### src/rtl/ones_window_counter.sv
// Counts ones among accepted serial samples in fixed-length windows and hands
// each completed window count to a single-entry valid/ready result slot.
module ones_window_counter #(
    parameter int unsigned CNT_W    = 4,
    parameter int unsigned WIN_LEN  = 16,
    parameter bit          SATURATE = 1'b1
) (
    input  logic             clk,
    input  logic             reset,
    input  logic             data,
    input  logic             data_vld,
    input  logic             clr,
    output logic [CNT_W-1:0] count,
    output logic             sat,
    output logic [CNT_W-1:0] res_data,
    output logic             res_sat,
    output logic             res_vld,
    input  logic             res_rdy,
    output logic             res_ovf
);

    localparam int unsigned      POS_W    = (WIN_LEN > 1) ? $clog2(WIN_LEN) : 1;
    localparam logic [CNT_W-1:0] CNT_MAX  = '1;
    localparam logic [POS_W-1:0] POS_LAST = POS_W'(WIN_LEN - 1);

    typedef enum logic {StEmpty, StFull} slot_state_e;

    slot_state_e      state_q, state_d;
    logic [CNT_W-1:0] count_q, count_d;
    logic             sat_q, sat_d;
    logic [POS_W-1:0] pos_q, pos_d;
    logic [CNT_W-1:0] res_data_q, res_data_d;
    logic             res_sat_q, res_sat_d;
    logic             res_ovf_q, res_ovf_d;

    logic             accept;
    logic             complete;
    logic [CNT_W-1:0] cnt_upd;
    logic             sat_upd;

    assign accept   = data_vld & ~clr;
    assign complete = accept & (pos_q == POS_LAST);

    // Window totals including the current sample; sat marks reaching or passing max.
    always_comb begin
        cnt_upd = count_q;
        sat_upd = sat_q;
        if (data) begin
            if (count_q == CNT_MAX) begin
                cnt_upd = SATURATE ? CNT_MAX : '0;
                sat_upd = 1'b1;
            end else begin
                cnt_upd = count_q + CNT_W'(1);
                if (count_q == CNT_MAX - CNT_W'(1)) begin
                    sat_upd = 1'b1;
                end
            end
        end
    end

    always_comb begin
        count_d = count_q;
        sat_d   = sat_q;
        pos_d   = pos_q;
        if (clr) begin
            count_d = '0;
            sat_d   = 1'b0;
            pos_d   = '0;
        end else if (accept) begin
            if (complete) begin
                count_d = '0;
                sat_d   = 1'b0;
                pos_d   = '0;
            end else begin
                count_d = cnt_upd;
                sat_d   = sat_upd;
                pos_d   = pos_q + POS_W'(1);
            end
        end
    end

    // Result slot: a completion replaces the held result only if it is leaving this cycle.
    always_comb begin
        state_d    = state_q;
        res_data_d = res_data_q;
        res_sat_d  = res_sat_q;
        res_ovf_d  = res_ovf_q;
        unique case (state_q)
            StEmpty: begin
                if (complete) begin
                    res_data_d = cnt_upd;
                    res_sat_d  = sat_upd;
                    state_d    = StFull;
                end
            end
            StFull: begin
                if (complete) begin
                    if (res_rdy) begin
                        res_data_d = cnt_upd;
                        res_sat_d  = sat_upd;
                    end else begin
                        res_ovf_d = 1'b1;
                    end
                end else if (res_rdy) begin
                    state_d = StEmpty;
                end
            end
        endcase
        if (clr) begin
            res_ovf_d = 1'b0;
        end
    end

    always_ff @(posedge clk) begin
        if (!reset) begin
            state_q    <= StEmpty;
            count_q    <= '0;
            sat_q      <= 1'b0;
            pos_q      <= '0;
            res_data_q <= '0;
            res_sat_q  <= 1'b0;
            res_ovf_q  <= 1'b0;
        end else begin
            state_q    <= state_d;
            count_q    <= count_d;
            sat_q      <= sat_d;
            pos_q      <= pos_d;
            res_data_q <= res_data_d;
            res_sat_q  <= res_sat_d;
            res_ovf_q  <= res_ovf_d;
        end
    end

    assign count    = count_q;
    assign sat      = sat_q;
    assign res_data = res_data_q;
    assign res_sat  = res_sat_q;
    assign res_vld  = (state_q == StFull);
    assign res_ovf  = res_ovf_q;

endmodule

### config.mk
export PLATFORM = sky130hd
export DESIGN_NAME = ones_window_counter
export DESIGN_NICKNAME = d
export VERILOG_FILES = /design/src/rtl/ones_window_counter.sv
export SDC_FILE = /design/constraint.sdc
export NUM_CORES = 1
export LEC_CHECK = 0
export BUFFER_PORTS_ARGS = -buffer_cell sky130_fd_sc_hd__buf_2
export CORE_ASPECT_RATIO = 1.2
export CORE_MARGIN = 2
export CORE_UTILIZATION = 45
export DETAILED_ROUTE_END_ITERATION = 10
export MAX_ROUTING_LAYER = met4
export PLACE_DENSITY = 0.79
export SYNTH_ARGS = -nofsm -noshare
export SYNTH_HDL_FRONTEND = slang
export SYNTH_SLANG_ARGS = --single-unit
### constraint.sdc
create_clock -name clk -period 1.25 [get_ports clk]
set_clock_uncertainty 0.05 [all_clocks]
set_input_delay 0 -clock clk [delete_from_list [all_inputs] [get_ports clk]]
set_output_delay 0 -clock clk [all_outputs]
set_load 0.02 [all_outputs]
# == Word-level counts from Yosys, hierarchy flattened ==
# Cells that the tools add are included.
# totals
regBits,16
inputBits,6
out_inout_bits,12
word_cells,44
# op_classes
n_addsub,2
eq_ne,6
n_mux,20
n_bitwise,6
reduce_logical,3
# op_table
operator,count
2-to-1 mux 4 bit,7
"== test 4 bit, second input constant",3
2-to-1 mux 1 bit,10
"adder 4 x 1 -> 4 bit, second input constant",2
case mux 4 bit (2 select lines),1
AND reduction 3 bit,2
"inequality test 2 bit, second input constant",2
NOT 1 bit,4
case mux 1 bit (2 select lines),2
bitwise AND 1 bit,2
"inequality test 2 x 1 -> 1 bit, second input constant",1
OR reduction 2 bit,1

# == Depth between registers and ports, before layout ==
# depth
ltp_word,7
depth_mapped,5
ltp_nobuf,5

# == Worst setup path after synthesis ==
# Ideal clock, no wire load.
# synth_timing
path_kind,register to register
startpoint,register count_q[0] (netlist: count[0])
endpoint,register count_q[3] (netlist: count[3])
setup_ns,0.071
t_arrival_ns,1.407
required_time_ns,1.129
slack_ns,-0.278
path_stages_with_launch,6
n_path_buf,0
period_less_slack_ns,1.528
path_cell_list,dfxtp_1 -> ha_1 -> nand2b_1 -> mux2i_1 -> or3b_1 -> a21oi_1
# synth_via
elab_chain_cells,4
word_cells_on_any_way,5
cone_classes,1 x add/sub; 1 x eq/ne; 3 x mux
# synth_rtl
element,line,source
start: declaration,29,"logic [CNT_W-1:0] count_q, count_d;"
start signal: assignment,125,count_q <= count_d;
adder 4 x 1 -> 4 bit or == test 4 bit (tied branches),"53, 49",
2-to-1 mux 4 bit *,49,if (count_q == CNT_MAX) begin
2-to-1 mux 4 bit *,48,if (data) begin
2-to-1 mux 4 bit *,70,if (complete) begin
# Mark *: on every way between the ends. The rest lies on a longest branch, timed or not.
# A chain may end at the register's enable or synchronous reset.

# == Final worst setup path ==
# layout_timing
startpoint,register count_q[1] (netlist: count[1])
endpoint,register count_q[3] (netlist: count[3])
# Same word-level chain as after synthesis.

==> impl_metrics.tcl <==
set metrics [dict create \
    outcome "finished with violations" \
    drc 0 \
    drt-pass1-iter-count 4 \
    yosysWarnings 0 \
    fin_area_um2 1080 \
    timing.final.ws_setup_ps -91.4 \
    seq_area_frac_synth 0.425 \
    clkPwrFrac 0.364 \
    num-fill-cells 138 \
    globalRoute.busiestLayer "met2" \
    pin_count 18 \
    final_nets 123 \
    final_layout_size_suffix_gt1_frac 0.442 \
    worst_setup_path_end_kind "flip-flop" \
    syn2layout_area_growth_pct 43.2 \
    path_clk_slew_ps 100 \
    peakVddDrop_v 0.000794 \
    min_from "res_rdy" \
    place_area_um2 962 \
    p_int_w 0.000720 \
    synth_nets 91 \
    coreArea_um2 1600 \
    r2r-start "count[1]" \
    antenna_left 0 \
    drt_iter0_drc 7 \
    root_buffer "clkbuf_4" \
    worst_ep_required_time_ps 1410 \
    post-route-period-util 1.07 \
    power_w 0.000925 \
    relSlewSlack 0.736 \
    seq_area_um2 332 \
    viasPerCell 5.24 \
    tightest_slew_ps 397 \
    violations "negative setup slack" \
    grt_max_degree 15 \
    vias 687 \
    pre_cts_ws_ps -226 \
    dieHeight_um 48.8 \
    grt-ovfl-total 0 \
    num_rows 16 \
    cts_tree "done" \
    setup_violations 8 \
    final_cell_mix "17 x buf_2, 11 x dfxtp_1, 10 x buf_4, 7 x nand2b_1, 7 x a21oi_1" \
    final_common_cell "buf_2" \
    postSynthAreaPerCell_um2 9.19 \
    multi_input_area_um2 474 \
    drv_cap 0 \
    use_met2 0.279 \
    htreeDepth 1 \
    die_width_um 41.3 \
    antenna_found_initial 0 \
    worstSetupStartpointType "flip-flop" \
    p_leak_nw 0.458 \
    async_flop_share 0 \
    dp_hpwl_mm 1.19 \
    worstSetupStartpoint "count[1]" \
    gp_congestion 0.759 \
    crit_arrival_ps 1500 \
    synthFlopType "dfxtp_1" \
    wl_per_cell_um 11.9 \
    clock-sinks 16 \
    start_util 0.470 \
    powerDensity_nw_per_um2 858 \
    p_sw_w 0.000205 \
    switching_share 0.222 \
    grt_pass1_vias 572 \
    critPathKind "reg2reg" \
    synth.distinct_cells 27 \
    use_met1 0.206 \
    setup_tns_ps -525 \
    hold_violations 0 \
    dieArea_um2 2020 \
    placedCellCount 124 \
    hold_path_class "in2reg" \
    cts_made_buffers 3 \
    routed_wl_mm 1.55 \
    p_seq_frac 0.558 \
    reg2reg_setup_slack_ps -90 \
    clock_latency_ps 280 \
    syn_area_um2 753 \
    synthCells 82 \
    portBuffers 17 \
    synth_edf_count 0 \
    ys_ff_latch 16 \
    grt_pass1_wl_mm 2.37 \
    diodes 0 \
    p_comb_frac 0.078 \
    finalMaxSlewViolations 0 \
    timing.fmax_mhz 745 \
    final_cells 131 \
    fin_crit_ps 1340 \
    grt_setup_unrepaired "true" \
    critPathMaxFanout 5 \
    ctsLongestPathBuffers 2 \
    gr-usage-met3 0.0274 \
    grt_usage 0.170 \
]
-- path summary, 6_finish.rpt --
kind            endpoint  depth (start not counted)
max             count[3]                          5
min              res_ovf                          4
max reg2reg     count[3]                          5
min reg2reg  res_data[3]                          2
-- sequential cells by signal (all words and copies together), names as in the netlist --
| register | count |
|---|---|
| count | 4 |
| pos_q | 4 |
| res_data | 4 |
| res_ovf | 1 |
| res_sat | 1 |
| res_vld | 1 |
| sat | 1 |
-- synth_stat cells, drive strengths merged, types with 2 or more instances --
cell type  instances  area share
mux2i              5       0.066
a31oi              2       0.017
a21oi              9       0.060
clkbuf             2       0.010
nor2b              5       0.042
nor3               2       0.028
ha                 3       0.050
nand2b             7       0.058
xor2               2       0.023
nand3              4       0.027
nand2              3       0.015
dfxtp             16        0.43
nor2               8       0.040
nand4              3       0.033
-- cells by family after synthesis --
family,share of synthesized area
AOI/OAI and AO/OA,0.116
muxes,0.0664
xor gates and xnor gates,0.0233
DFF,0.425
adders and majority gates,0.0498
buffers and inverters,0.0299
and+or+nand+nor,0.289
-- power by group through the flow --
stage,sequential (W),combinational [W],clock (W)
6_report,0.000516,0.0000721,0.000337
5_1_grt,0.000517,0.0000790,0.000367
4_1_cts,0.000516,0.0000704,0.000340
3_5_place_dp,0.000528,0.0000652,0
3_3_place_gp,0.000527,0.0000638,0
2_1_floorplan,0.000531,0.0000348,0
-- layout make-up --
type / count / share of cell area
clock buffers: 4 / 0.0336
inverters: 1 / 0.00348
well taps: 18 / 0.0209
flip-flops and latches: 16 / 0.307
repair buffers: 30 / 0.195
multi-input cells: 62 / 0.440
-- what timing repair did --
action                                  CTS  global route
hold buffers                              1             0
endpoints found under the setup margin   11            12
pin swaps                                 3             3
setup buffers                             1             1
cloned                                    0             0
endpoints found under the hold margin     6             0
resized for setup                         3             6
-- routing by layer --
layer,wire length [µm],up-vias
li1,-,352
met1,652,318
met2,825,15
met3,61,2
met4,14,0
met5,0,-
-- critical path, stage by stage, from the launching register on --
cell      delay [ps]
dfxtp_4          390
ha_4             150
nand2b_1         100
mux2i_1           90
or3b_1           370
a21oi_1          130
-- through the flow --
step,hold WS [ps],util
after floorplan,67.8,-
after detailed placement,248,0.601
after global routing,16.2,0.673
final,0.454,0.673
after global placement,246,0.601
after CTS,33.8,0.652
No activity file was read; power rests on OpenSTA's default activity.
